<file path="src/rtl/inst_fetch_buffer_pkg.sv">
// rtl/inst_fetch_buffer_pkg.sv - shared widths and the buffered fetch entry record
package inst_fetch_buffer_pkg;

    localparam int unsigned IFB_ADDR_WIDTH = 32;
    localparam int unsigned IFB_INST_WIDTH = 32;

    typedef struct packed {
        logic [IFB_ADDR_WIDTH-1:0] pc;
        logic [IFB_INST_WIDTH-1:0] inst;
        logic                      branch;
        logic [IFB_ADDR_WIDTH-1:0] branch_addr;
    } fetch_entry_t;

endpackage

</file>
<file path="src/rtl/inst_fetch_buffer_sync_fifo.sv">
// rtl/inst_fetch_buffer_sync_fifo.sv - power-of-two synchronous FIFO of fetch entries with flush
module inst_fetch_buffer_sync_fifo
    import inst_fetch_buffer_pkg::*;
#(
    parameter int unsigned DEPTH = 2
) (
    input  logic                         clk,
    input  logic                         rst,
    input  logic                         flush_i,
    input  logic                         push_i,
    input  fetch_entry_t                 push_data_i,
    input  logic                         pop_i,
    output fetch_entry_t                 head_o,
    output logic [$clog2(DEPTH+1)-1:0]   count_o
);

    localparam int unsigned PTR_W = (DEPTH > 1) ? $clog2(DEPTH) : 1;
    localparam int unsigned CNT_W = $clog2(DEPTH + 1);

    fetch_entry_t     mem_q [DEPTH];
    logic [PTR_W-1:0] wr_ptr_q;
    logic [PTR_W-1:0] rd_ptr_q;
    logic [CNT_W-1:0] count_q;
    logic             do_push;
    logic             do_pop;

    assign do_push = push_i;
    assign do_pop  = pop_i && (count_q != '0);

    // Flush leaves storage untouched; only reset clears the entries themselves.
    always_ff @(posedge clk) begin
        if (rst) begin
            for (int i = 0; i < DEPTH; i++) begin
                mem_q[i] <= '0;
            end
            wr_ptr_q <= '0;
            rd_ptr_q <= '0;
            count_q  <= '0;
        end else if (flush_i) begin
            wr_ptr_q <= '0;
            rd_ptr_q <= '0;
            count_q  <= '0;
        end else begin
            if (do_push) begin
                mem_q[wr_ptr_q] <= push_data_i;
                wr_ptr_q        <= wr_ptr_q + PTR_W'(1);
            end
            if (do_pop) begin
                rd_ptr_q <= rd_ptr_q + PTR_W'(1);
            end
            case ({do_push, do_pop})
                2'b10:   count_q <= count_q + CNT_W'(1);
                2'b01:   count_q <= count_q - CNT_W'(1);
                default: count_q <= count_q;
            endcase
        end
    end

    assign head_o  = mem_q[rd_ptr_q];
    assign count_o = count_q;

endmodule

</file>
<file path="src/rtl/inst_fetch_buffer.sv">
// rtl/inst_fetch_buffer.sv - fetch-to-decode buffer: one-cycle SRAM read stage feeding a small FIFO
module inst_fetch_buffer
    import inst_fetch_buffer_pkg::*;
#(
    parameter int unsigned ADDR_WIDTH = IFB_ADDR_WIDTH,
    parameter int unsigned INST_WIDTH = IFB_INST_WIDTH,
    parameter int unsigned DEPTH      = 2
) (
    input  logic                  clk,
    input  logic                  rst,
    input  logic                  if_valid,
    input  logic [ADDR_WIDTH-1:0] if_pc,
    input  logic                  if_branch,
    input  logic [ADDR_WIDTH-1:0] if_branch_addr,
    output logic                  if_ready,
    input  logic                  flush,
    output logic                  inst_sram_en,
    output logic [ADDR_WIDTH-1:0] inst_sram_addr,
    input  logic [INST_WIDTH-1:0] inst_sram_rdata,
    output logic                  id_valid,
    input  logic                  id_ready,
    output logic [ADDR_WIDTH-1:0] id_pc,
    output logic [INST_WIDTH-1:0] id_inst,
    output logic                  id_branch,
    output logic [ADDR_WIDTH-1:0] id_branch_addr
);

    localparam int unsigned CNT_W = $clog2(DEPTH + 1);
    localparam int unsigned OCC_W = CNT_W + 1;

    logic                  inflight_q;
    logic [ADDR_WIDTH-1:0] pc_q;
    logic                  branch_q;
    logic [ADDR_WIDTH-1:0] branch_addr_q;

    logic [CNT_W-1:0]      count;
    logic [OCC_W-1:0]      occupancy;
    logic                  accept;
    logic                  pop;
    fetch_entry_t          push_data;
    fetch_entry_t          head;

    assign id_valid = (count != '0);
    assign pop      = id_valid && id_ready;

    // The in-flight read reserves a slot, so a full FIFO plus a read never overflows.
    assign occupancy = {1'b0, count} + OCC_W'(inflight_q) - OCC_W'(pop);
    assign if_ready  = !rst && !flush && (occupancy < OCC_W'(DEPTH));
    assign accept    = if_valid && if_ready;

    assign inst_sram_en   = accept;
    assign inst_sram_addr = if_pc;

    always_ff @(posedge clk) begin
        if (rst) begin
            inflight_q    <= 1'b0;
            pc_q          <= '0;
            branch_q      <= 1'b0;
            branch_addr_q <= '0;
        end else if (flush) begin
            inflight_q <= 1'b0;
        end else begin
            inflight_q <= accept;
            if (accept) begin
                pc_q          <= if_pc;
                branch_q      <= if_branch;
                branch_addr_q <= if_branch_addr;
            end
        end
    end

    assign push_data = '{pc: pc_q, inst: inst_sram_rdata, branch: branch_q,
                         branch_addr: branch_addr_q};

    inst_fetch_buffer_sync_fifo #(
        .DEPTH (DEPTH)
    ) u_fifo (
        .clk         (clk),
        .rst         (rst),
        .flush_i     (flush),
        .push_i      (inflight_q),
        .push_data_i (push_data),
        .pop_i       (pop),
        .head_o      (head),
        .count_o     (count)
    );

    assign id_pc          = head.pc;
    assign id_inst        = head.inst;
    assign id_branch      = head.branch;
    assign id_branch_addr = head.branch_addr;

endmodule

</file>
<file path="config.mk">
export PLATFORM = sky130hd
export DESIGN_NAME = inst_fetch_buffer
export DESIGN_NICKNAME = d
export VERILOG_FILES = /design/src/rtl/inst_fetch_buffer_pkg.sv /design/src/rtl/inst_fetch_buffer_sync_fifo.sv /design/src/rtl/inst_fetch_buffer.sv
export SDC_FILE = /design/constraint.sdc
export NUM_CORES = 1
export LEC_CHECK = 0
export ABC_AREA = 1
export BUFFER_PORTS_ARGS = -buffer_cell sky130_fd_sc_hd__buf_4
export CAP_MARGIN = 30
export CORE_MARGIN = 8
export CORE_UTILIZATION = 40
export CTS_CLUSTER_SIZE = 16
export DETAILED_ROUTE_END_ITERATION = 8
export PLACE_DENSITY_LB_ADDON = 0.12
export SLEW_MARGIN = 20
export SYNTH_ARGS = -nofsm -noshare
export SYNTH_HDL_FRONTEND = slang
export SYNTH_SLANG_ARGS = --single-unit
</file>
<file path="constraint.sdc">
create_clock -name clk -period 5.4 [get_ports clk]
set_input_delay 1.08 -clock clk [delete_from_list [all_inputs] [get_ports clk]]
set_output_delay 1.08 -clock clk [all_outputs]
set_load 0.005 [all_outputs]
</file>
==> results of run 1 <==
-- registers in the layout, summed over array words and instances, names as in the netlist, named ones only --
name and cells:
branch_addr_q 32, branch_q 1, inflight_q 1, pc_q 32, u_fifo.count_o 2, u_fifo.mem_q 194
u_fifo.rd_ptr_q 1, u_fifo.wr_ptr_q 1
-- logic make-up (layout without fill, tap and decap cells) --
| group | count (synthesis) | count (layout) | share of synthesized area |
|---|---|---|---|
| multiplexers | 97 | 97 | 0.0922 |
| AO/OA/AOI/OAI | 7 | 7 | 0.00317 |
| adder cells (fa/ha/maj) | 3 | 3 | 0.00380 |
| AND/OR/NAND/NOR | 476 | 476 | 0.167 |
| flip-flops | 265 | 265 | 0.612 |
| buffers and inverters | 336 | 536 | 0.122 |
-- cells in the mapped netlist --
master and instances:
nor2_1 263, inv_1 226, edfxtp_1 194, nand2_1 142, mux2_2 97, dfxtp_1 71, nand4_1 65, buf_4 33
buf_2 31, clkbuf_1 25, inv_2 12, buf_1 6, a21oi_1 3, buf_6 3, o21ai_0 3, ha_1 2
nand3_2 2, fa_1 1, nand2_2 1, nor2_2 1, nor3b_1 1, o21a_1 1, or2_2 1
-- area by class of cell --
class | count | area (sq um) | area share
Clock buffer | 40 | 807 | 0.0552
Clock inverter | 12 | 106 | 0.00727
Inverter | 238 | 893 | 0.0611
Multi-Input combinational cell | 583 | 3190 | 0.218
Sequential cell | 265 | 7250 | 0.496
Tap cell | 390 | 488 | 0.0334
Timing Repair Buffer | 246 | 1890 | 0.129
-- path summary, 6_finish.rpt --
| kind | end | cells after the start |
|---|---|---|
| max | inst_sram_en | 11 |
| min | u_fifo.rd_ptr_q | 1 |
| max reg2reg | pc_q[1] | 11 |
| min reg2reg | u_fifo.rd_ptr_q | 1 |
-- critical path: cells and delay by family --
family                     cells  cell delay (ns)
and+or+nand+nor                4             0.95
adders and majority gates      2             0.65
buffers and inverters          4             0.35
AOI/OAI and AO/OA              1             0.14
-- routing by layer --
layer,vias up,share of wire,track usage
met4,0,0.022,0.0430
met5,-,0,0
met1,3762,0.44,0.188
li1,4048,-,-
met2,210,0.48,0.268
met3,43,0.062,0.0360
-- stage by stage --
step | total power (W) | cells | hold WS (ns) | setup slack [ns]
final | 0.00456 | 1774 | 0.458 | 1.15
after global placement | 0.00272 | 1721 | 0.443 | 1.12
after CTS | 0.00462 | 1773 | 0.457 | 1.11
after detailed placement | 0.00272 | 1721 | 0.445 | 1.11
after global routing | 0.00475 | 1774 | 0.490 | 0.940
after floorplan | 0.00254 | 1184 | 0.425 | 1.07
-- where the power goes --
group / switching (W) / internal, W / leakage [nW]
logic: 0.000213 / 0.000176 / 3.56
registers: 0.0000189 / 0.00226 / 2.59
clock network: 0.000765 / 0.00113 / 0.455
total: 0.000997 / 0.00357 / 6.60
==> metrics.txt, run 1 <==
gp weighted congestion 0.733; Tightest Hold Check Type reg2reg; worst setup path class in2out; VDD IR-drop max 0.220 mV; wire per inst between 15 and 20 um; port bufs 233; total die area 0.0354 sq mm; H-tree levels 1; Hold Startpoint u_fifo.rd_ptr_q; initial antenna violation count 0; I/O pin count 234; most common cell after layout, fill and taps aside nor2_1; endpoints failing setup 0; Critical Path RT approximately 4.3 ns; crit-path cells buf_4, o21a_1, ha_1, or2_2, fa_1, inv_1, nand2_1, nand2_2, nand3_4, inv_1, buf_4; initial core utilization 0.403; largest net degree at the start of global routing 68; r2r setup slk 1.99 ns; dpl cell area 0.0137 sq mm; Unique masters post-synth 23; number of nets with antenna violations after routing 0; reg-to-reg startpoint u_fifo.count_o[1]; worst skew pair latency 0.53 ns; Post-Syn Instances 1184; Max Root-Sink Buffers 3; RSZ-0062 raised after global routing no; worst slew margin relative to its limit 0.418; hold_buf cts 0; max-slew violation count 0; # fillers 2758; CP peak stage delay 0.48 ns; clock-pin slew on the worst setup and hold paths 0.07 ns; pwr dens 312 mW/mm^2; Netlist Area Pre-Place approximately 0.012 sq mm; Max Cap Viol 0; clock skew 0.0137 ns; CP endpoint kind output port; core footprint 0.0294 sq mm; Synth area leaders edfxtp_1 (49%), dfxtp_1 (12%), mux2_2 (9.2%), nor2_1 (8.3%), inv_1 (7.2%); Arr. time, crit path 3.17 ns; most frequent cells in the layout nor2_1 (263), buf_4 (243), inv_1 (226); Seq/Total Area, Yosys 0.612; Post-CTS Repair Setup Buffers 0; cell area after layout ~0.015 sq mm; Nets between 1000 and 1500; Total GRT Usage 0.154; DP Wirelength 16400 um; layout cells sized above 1 0.294; Final Hold Viols 0; status finished clean; top-area cell type share of the netlist area 0.492; ANT cells 0; slowest library cell on the worst path nand2_2; Resize count post-CTS 0; post-synth top area cell edfxtp_1; Tcrit/Tclk final 0.787; Yosys reg bits ~270; Final min period 4.25 ns; FP Rows 63; Peak Freq 235 MHz; clk sinks 265; Layout area overhead 23.6%; Root Buffer Master clkbuf_16; first-pass GRT wire length 44200 um; CTS tree built; worst-margin pin slew between 0.8 and 0.9 ns; residual overflow from global routing 0; fin util 0.498; vias per inst ~4.5; die width 188 um; DRT iter0 DRCs between 400 and 500; CTS buffer count 28; DR DRC count 0; kind of launch point of the worst setup path primary input; Synth Warn # 0; WL final roughly 28000 um; syn_area_per_cell 10.0 sq um; vias in the first global route 8351; Die Y-Extent 188 um; Critical Path Source id_ready; TritonRoute pass-1 iters 5; Fin Setup TNS 0 ns; vias after detailed routing 8063; syn nets about 1300; Leak Pwr 6.60 nW; worst-path fanout max 30
Power figures use the tool's default switching activity.
==> run 2: changes to the inputs <==
==> constraint.sdc (replaced) <==
create_clock -name clk -period 3.6 [get_ports clk]
set_input_delay 0.72 -clock clk [delete_from_list [all_inputs] [get_ports clk]]
set_output_delay 0.72 -clock clk [all_outputs]
set_load 0.005 [all_outputs]
==> run 2 against run 1 <==
Against the previous run: die area unchanged; non-clock buffer count increased by 3; sequential cell count unchanged; final cell count increased by 0.17%; critical path depth decreased by 2; critical path type is now reg2out.
==> metrics.txt, run 2 (synthesis gave the netlist of run 1 again) <==
max-slew violation count 0 (unchanged); status finished clean (unchanged); worst slew margin relative to its limit 0.439 (was 0.418); Fin Setup TNS 0 ns (unchanged); CP peak stage delay 0.48 ns (about the same); final worst-path setup slack 0.243 ns (was 1.15 ns); RSZ-0062 raised after global routing no (unchanged); largest net degree at the start of global routing 87 (was 68); Arr. time, crit path 2.64 ns (was 3.17 ns); initial core utilization 0.403 (unchanged); FP Rows 63 (unchanged); endpoints failing setup 0 (unchanged); most frequent cells in the layout nor2_1 (263), buf_4 (242), inv_1 (226) (was nor2_1 (263), buf_4 (243), inv_1 (226)); I/O pin count 234 (unchanged); layout cells sized above 1 0.293 (was 0.294); Tcrit/Tclk final 0.932; DP Wirelength 17000 um (was 16400 um); Sequential Area 0.00725 sq mm (about the same); Top Registers u_fifo.mem_q: 194 flops, branch_addr_q: 32 flops, pc_q: 32 flops (unchanged); most common cell after layout, fill and taps aside nor2_1 (unchanged); cell area after layout 0.0147 sq mm (was 0.0146 sq mm); die width 188 um (unchanged); slowest library cell on the worst path fa_1 (was nand2_2); VDD IR-drop max 0.294 mV (was 0.220 mV); Peak Freq 298 MHz; initial antenna violation count 0 (unchanged); core footprint 0.0294 sq mm (unchanged); dpl cell area 0.0138 sq mm (was 0.0137 sq mm); Hold Startpoint u_fifo.rd_ptr_q (unchanged); Worst path most repeated cell inv_1; clock-pin slew on the worst setup and hold paths 0.06 ns (was 0.07 ns); r2r setup slk 0.75 ns (was 1.99 ns); Tot Pwr 0.00674 W (was 0.00456 W); hold_buf cts 0 (unchanged); number of nets with antenna violations after routing 0 (unchanged); worst-margin pin slew 0.841 ns (was 0.874 ns); worst setup path class reg2out (was in2out); Place WS 0.330 ns (was 1.11 ns); worst skew pair latency 0.53 ns (about the same); Final Hold Viols 0 (unchanged); Most flops, register u_fifo.mem_q (unchanged); Final min period around 3.4 ns; Largest register FFs 194 (unchanged); first-pass GRT wire length 45300 um (was 44200 um); WL final 28400 um (was 28000 um); # fillers 2751 (was 2758); Total GRT Usage 0.158 (was 0.154); Nets 1470 (was 1467); crit-path cells o21a_1, ha_1, or2_2, fa_1, inv_1, nor2_4, nand3_4, inv_1, buf_4 (was buf_4, o21a_1, ha_1, or2_2, fa_1, inv_1, nand2_1, nand2_2, nand3_4, inv_1, buf_4); vias per inst 4.54 (was 4.55); Tightest Hold Check Type reg2reg (unchanged); Leak Pwr 6.60 nW (about the same); CTS buffer count 28 (unchanged); CP endpoint kind output port (unchanged); Max Cap Viol 0 (unchanged); Die Y-Extent 188 um (unchanged); Worst Hold End u_fifo.rd_ptr_q (unchanged); DRT iter0 DRCs 450 (was 420); area of the multi-input gates 0.00319 sq mm (unchanged); gp weighted congestion 0.727 (was 0.733); Critical Path RT 2.88 ns (was 4.32 ns); wire per inst 16.0 um (was 15.8 um); kind of launch point of the worst setup path flip-flop (was primary input); residual overflow from global routing 0 (unchanged); port bufs 233 (unchanged); worst-path fanout max 6 (was 30); RR Endpoint pc_q[25] (was pc_q[1]); vias after detailed routing 8066 (was 8063); Layout area overhead 23.8% (was 23.6%); ANT cells 0 (unchanged); Root Buffer Master clkbuf_16 (unchanged); Resize count post-CTS 0 (unchanged); vias in the first global route 8351 (unchanged); clock skew 0.00681 ns (was 0.0137 ns); WHS Path Cells 1 (unchanged); CTS tree built (unchanged); DR DRC count 0 (unchanged); H-tree levels 1 (unchanged); r2r worst-path depth 11 (unchanged); clk sinks 265 (unchanged); Max Root-Sink Buffers 3 (unchanged); pwr dens 460 mW/mm^2 (was 312 mW/mm^2); TritonRoute pass-1 iters 4 (was 5); reg-to-reg startpoint u_fifo.count_o[1] (unchanged); total die area 0.0354 sq mm (unchanged); Post-CTS Repair Setup Buffers 0 (unchanged)
-- run 2: how the worst max path moves through the flow --
stage	to	start	cells past startpoint
final	inst_sram_en	u_fifo.count_o[1]	9
after global placement	pc_q[23]	id_ready	12
after floorplan	inst_sram_en	id_ready	10
after detailed placement	pc_q[29]	id_ready	12
after CTS	inst_sram_en	u_fifo.count_o[1]	9
after global routing	inst_sram_en	u_fifo.count_o[1]	9
-- run 2: final cells by class --
cell class	instances	share of cell area
Inverter	238	0.0609
Sequential cell	265	0.495
Tap cell	390	0.0333
Clock buffer	46	0.0559
Clock inverter	6	0.00384
Multi-Input combinational cell	583	0.218
Timing Repair Buffer	249	0.133
-- run 2: stage by stage --
step	cells	hold slack, ns	util
floorplan	1184	0.425	-
global placement	1725	0.444	0.469
detailed placement	1725	0.446	0.469
CTS	1777	0.453	0.499
global route	1777	0.485	0.499
finish	1777	0.452	0.499
-- run 2: routing by layer --
metal  part of all wire  up-vias  global-route usage  wire (um)
met4              0.014        0              0.0333        403
met1               0.43     3776               0.197      12300
li1                   -     4056                   -          -
met3              0.070       28              0.0377       1980
met5                  0        -                   0          0
met2               0.48      206               0.275      13800
-- run 2: where the power goes --
| part | switching [W] | leakage, nW | total (W) | internal (W) |
|---|---|---|---|---|
| clock network | 0.00111 | 0.423 | 0.00273 | 0.00162 |
| logic | 0.000322 | 3.59 | 0.000592 | 0.000270 |
| registers | 0.0000286 | 2.59 | 0.00342 | 0.00339 |
| total | 0.00147 | 6.60 | 0.00674 | 0.00528 |
-- run 2: critical path, delay by kind of cell, from the launching register on --
kind            cells  cell delay [ns]
compound gates      1             0.24
fa+ha+maj           2             0.75
buf+inv             3             0.22
flops               1             0.35
simple gates        3             0.54
==> run 3: changes to the inputs <==
--- a/config.mk
+++ b/config.mk
@@ -16,4 +16,5 @@
 export SLEW_MARGIN = 20
 export SYNTH_ARGS = -nofsm -noshare
 export SYNTH_HDL_FRONTEND = slang
+export SYNTH_HIERARCHICAL = 1
 export SYNTH_SLANG_ARGS = --single-unit
==> run 3 against run 2 <==
Against the previous run: register-to-register slack improved by 0.04 ns; sequential share of layout area fell by 1.4 points; clock power rose by 11%; area after synthesis rose by 3.4%; utilization fell by 0.13 points; sequential power barely moved; combinational power fell by 3%; power rose by 4.5%; count of clock-buffer cells in the layout rose by 2; critical path depth rose by 1; global-route usage barely moved; final area rose by 3.0%; highest routed layer unchanged.
==> metrics.txt, run 3 <==
DP Wirelength 17500 um (was 17000 um); hold_buf cts 0 (unchanged); residual overflow from global routing 0 (unchanged); Yosys reg bits 265 (unchanged); wire per inst 15.6 um (was 16.0 um); max-slew violation count 0 (unchanged); gp weighted congestion 0.713 (was 0.727); worst-margin pin slew 0.823 ns (was 0.841 ns); Top Registers u_fifo/mem_q: 194 flops, branch_addr_q: 32 flops, pc_q: 32 flops (was u_fifo.mem_q: 194 flops, branch_addr_q: 32 flops, pc_q: 32 flops); initial antenna violation count 0 (unchanged); dpl cell area 0.0141 sq mm (was 0.0138 sq mm); port bufs 233 (unchanged); most frequent cells in the layout inv_1 (276), buf_4 (245), nor2_1 (242) (was nor2_1 (263), buf_4 (242), inv_1 (226)); Reg power frac 0.486 (was 0.507); clock skew 0.00874 ns (was 0.00681 ns); Post-Syn Instances 1258 (was 1184); number of nets with antenna violations after routing 0 (unchanged); Critical Path RT 2.88 ns (about the same); vias per inst 4.44 (was 4.54); I/O pin count 234 (unchanged); Fin Setup TNS 0 ns (unchanged); CTS tree built (unchanged); worst slew margin relative to its limit 0.451 (was 0.439); Tot Pwr 0.00704 W (was 0.00674 W); top-area cell type share of the netlist area 0.476 (was 0.492); Synth Flop Type edfxtp_1 (unchanged); Max Root-Sink Buffers 3 (unchanged); Sw Pwr 0.00152 W (was 0.00147 W); clk sinks 265 (unchanged); kind of launch point of the worst setup path flip-flop (unchanged); CP endpoint kind output port (unchanged); WL final 29000 um (was 28400 um); Max Cap Viol 0 (unchanged); Die Y-Extent 191 um (was 188 um); Most flops, register u_fifo/mem_q (was u_fifo.mem_q); CTS buffer count 30 (was 28); switching part of the total power 0.216 (was 0.217); worst skew pair latency 0.54 ns (was 0.53 ns); power share of the combinational group 0.082 (was 0.088); Total GRT Usage 0.158 (about the same); ys async rst share 0 (unchanged); Post-CTS Repair Setup Buffers 0 (unchanged); H-tree levels 1 (unchanged); FP Rows 64 (was 63); Synth Warn # 6 (was 0); Resize count post-CTS 0 (unchanged); # fillers 2869 (was 2751); Tightest Hold Check Type in2reg (was reg2reg); VDD IR-drop max 0.305 mV (was 0.294 mV); first-pass GRT wire length 45900 um (was 45300 um); Nets 1546 (was 1470); DRT iter0 DRCs 309 (was 450); syn nets 1363 (was 1289); ANT cells 0 (unchanged); die width 191 um (was 188 um); Root Buffer Master clkbuf_16 (unchanged); cell area after layout 0.0151 sq mm (was 0.0147 sq mm); initial core utilization 0.403 (about the same); Final min period 3.32 ns (was 3.36 ns); Tcrit/Tclk final 0.922 (was 0.932); Unique masters post-synth 23 (unchanged); Largest register FFs 194 (unchanged); Internal 0.00552 W (was 0.00528 W); Final Hold Viols 0 (unchanged); most common cell after layout, fill and taps aside inv_1 (was nor2_1); fin util 0.497 (was 0.499); largest net degree at the start of global routing 67 (was 87); crit-path cells o21a_1, ha_1, inv_1, nand2_1, fa_1, nand2_1, nor2_4, nand3_4, inv_1, buf_4 (was o21a_1, ha_1, or2_2, fa_1, inv_1, nor2_4, nand3_4, inv_1, buf_4); clock-pin slew on the worst setup and hold paths 0.06 ns (about the same); Layout area overhead 23.3% (was 23.8%); Clock Power Share 0.432 (was 0.405); vias after detailed routing 8269 (was 8066); worst setup path class reg2out (unchanged); DR DRC count 0 (unchanged); Post-synth EDFFs 194 (unchanged); Peak Freq 301 MHz (was 298 MHz); most common library cells after synthesis inv_1 (276), nor2_1 (242), edfxtp_1 (194) (was nor2_1 (263), inv_1 (226), edfxtp_1 (194)); Leak Pwr 6.75 nW (was 6.60 nW); endpoints failing setup 0 (unchanged); count leader, synth inv_1 (was nor2_1); Netlist Area Pre-Place 0.0122 sq mm (was 0.0118 sq mm); post-synth top area cell edfxtp_1 (unchanged); TritonRoute pass-1 iters 4 (unchanged); RSZ-0062 raised after global routing no (unchanged); syn_area_per_cell 9.73 sq um (was 10.0 sq um); Seq/Total Area, Yosys 0.592 (was 0.612); Arr. time, crit path 2.60 ns (was 2.64 ns); slowest library cell on the worst path dfxtp_1 (was fa_1); vias in the first global route 8524 (was 8351); layout cells sized above 1 0.309 (was 0.293); CP peak stage delay 0.49 ns (was 0.48 ns); status finished clean (unchanged); worst-path fanout max 7 (was 6); core footprint 0.0303 sq mm (was 0.0294 sq mm); Top delay family on crit path adder cells (unchanged); total die area 0.0365 sq mm (was 0.0354 sq mm); pwr dens 467 mW/mm^2 (was 460 mW/mm^2); Synth area leaders edfxtp_1 (48%), dfxtp_1 (12%), mux2_2 (8.9%), inv_1 (8.5%), nor2_1 (7.4%) (was edfxtp_1 (49%), dfxtp_1 (12%), mux2_2 (9.2%), nor2_1 (8.3%), inv_1 (7.2%)); CP Buf/Inv Count 3 (unchanged)
## run 3: cell types whose count changed after synthesis, moves of 2 or more
cell / delta
nand2_1: +2
nor2_2: +25
buf_2: -2
clkbuf_1: -9
buf_1: +3
a21oi_1: -2
inv_2: +19
inv_1: +50
nor2_1: -21
buf_6: +8
## run 3: final cells by class
class	instances	area, sq um	share of cell area
flip-flops and latches	265	7250	0.480
multi-input cells	588	3280	0.217
repair buffers	249	1920	0.127
inverters	307	1150	0.0763
clock buffers	48	880	0.0583
well taps	396	495	0.0328
clock inverters	8	116	0.00771
## run 3: worst paths after layout
check,from,end,slack (ns),cells past startpoint
setup / recovery,u_fifo/count_o[1],inst_sram_en,0.28,10
hold / removal,inst_sram_rdata[8],u_fifo/mem_q[1][41],0.49,3
setup reg to reg,u_fifo/count_o[1],branch_addr_q[5],0.79,12
hold reg to reg,pc_q[23],pc_q[23],0.51,4
## run 3: worst min-delay path, delay by kind of cell
family / cells / cell delay (ns)
buffers and inverters: 2 / 0.12
AND/OR/NAND/NOR: 1 / 0.08
## run 3: power by group through the flow
stage | logic [W] | clock network, W | registers (W)
finish | 0.000575 | 0.00304 | 0.00342
global route | 0.000649 | 0.00326 | 0.00344
CTS | 0.000593 | 0.00313 | 0.00343
detailed placement | 0.000589 | 0 | 0.00349
global placement | 0.000587 | 0 | 0.00348
floorplan | 0.000321 | 0 | 0.00349
## run 3: metrics by stage
| stage | cells | worst slack (ns) | hold WS, ns |
|---|---|---|---|
| 3_5_place_dp | 1805 | 0.452 | 0.492 |
| 6_report | 1861 | 0.281 | 0.492 |
| 2_1_floorplan | 1258 | 0.623 | 0.465 |
| 5_1_grt | 1861 | 0.0866 | 0.473 |
| 4_1_cts | 1861 | 0.206 | 0.461 |
| 3_3_place_gp | 1805 | 0.484 | 0.483 |
## run 3: kinds of logic after synthesis
family	after synthesis	synth area share
muxes	97	0.0892
and+or+nand+nor	483	0.169
buffers and inverters	405	0.144
DFF	265	0.592
AOI/OAI and AO/OA	5	0.00225
adders and majority gates	3	0.00368
## run 3: layer usage
metal,track usage,up-vias,part of all wire
li1,-,4216,-
met1,0.197,3830,0.45
met2,0.279,193,0.49
met3,0.0328,30,0.055
met4,0.0301,0,0.011
met5,0,-,0
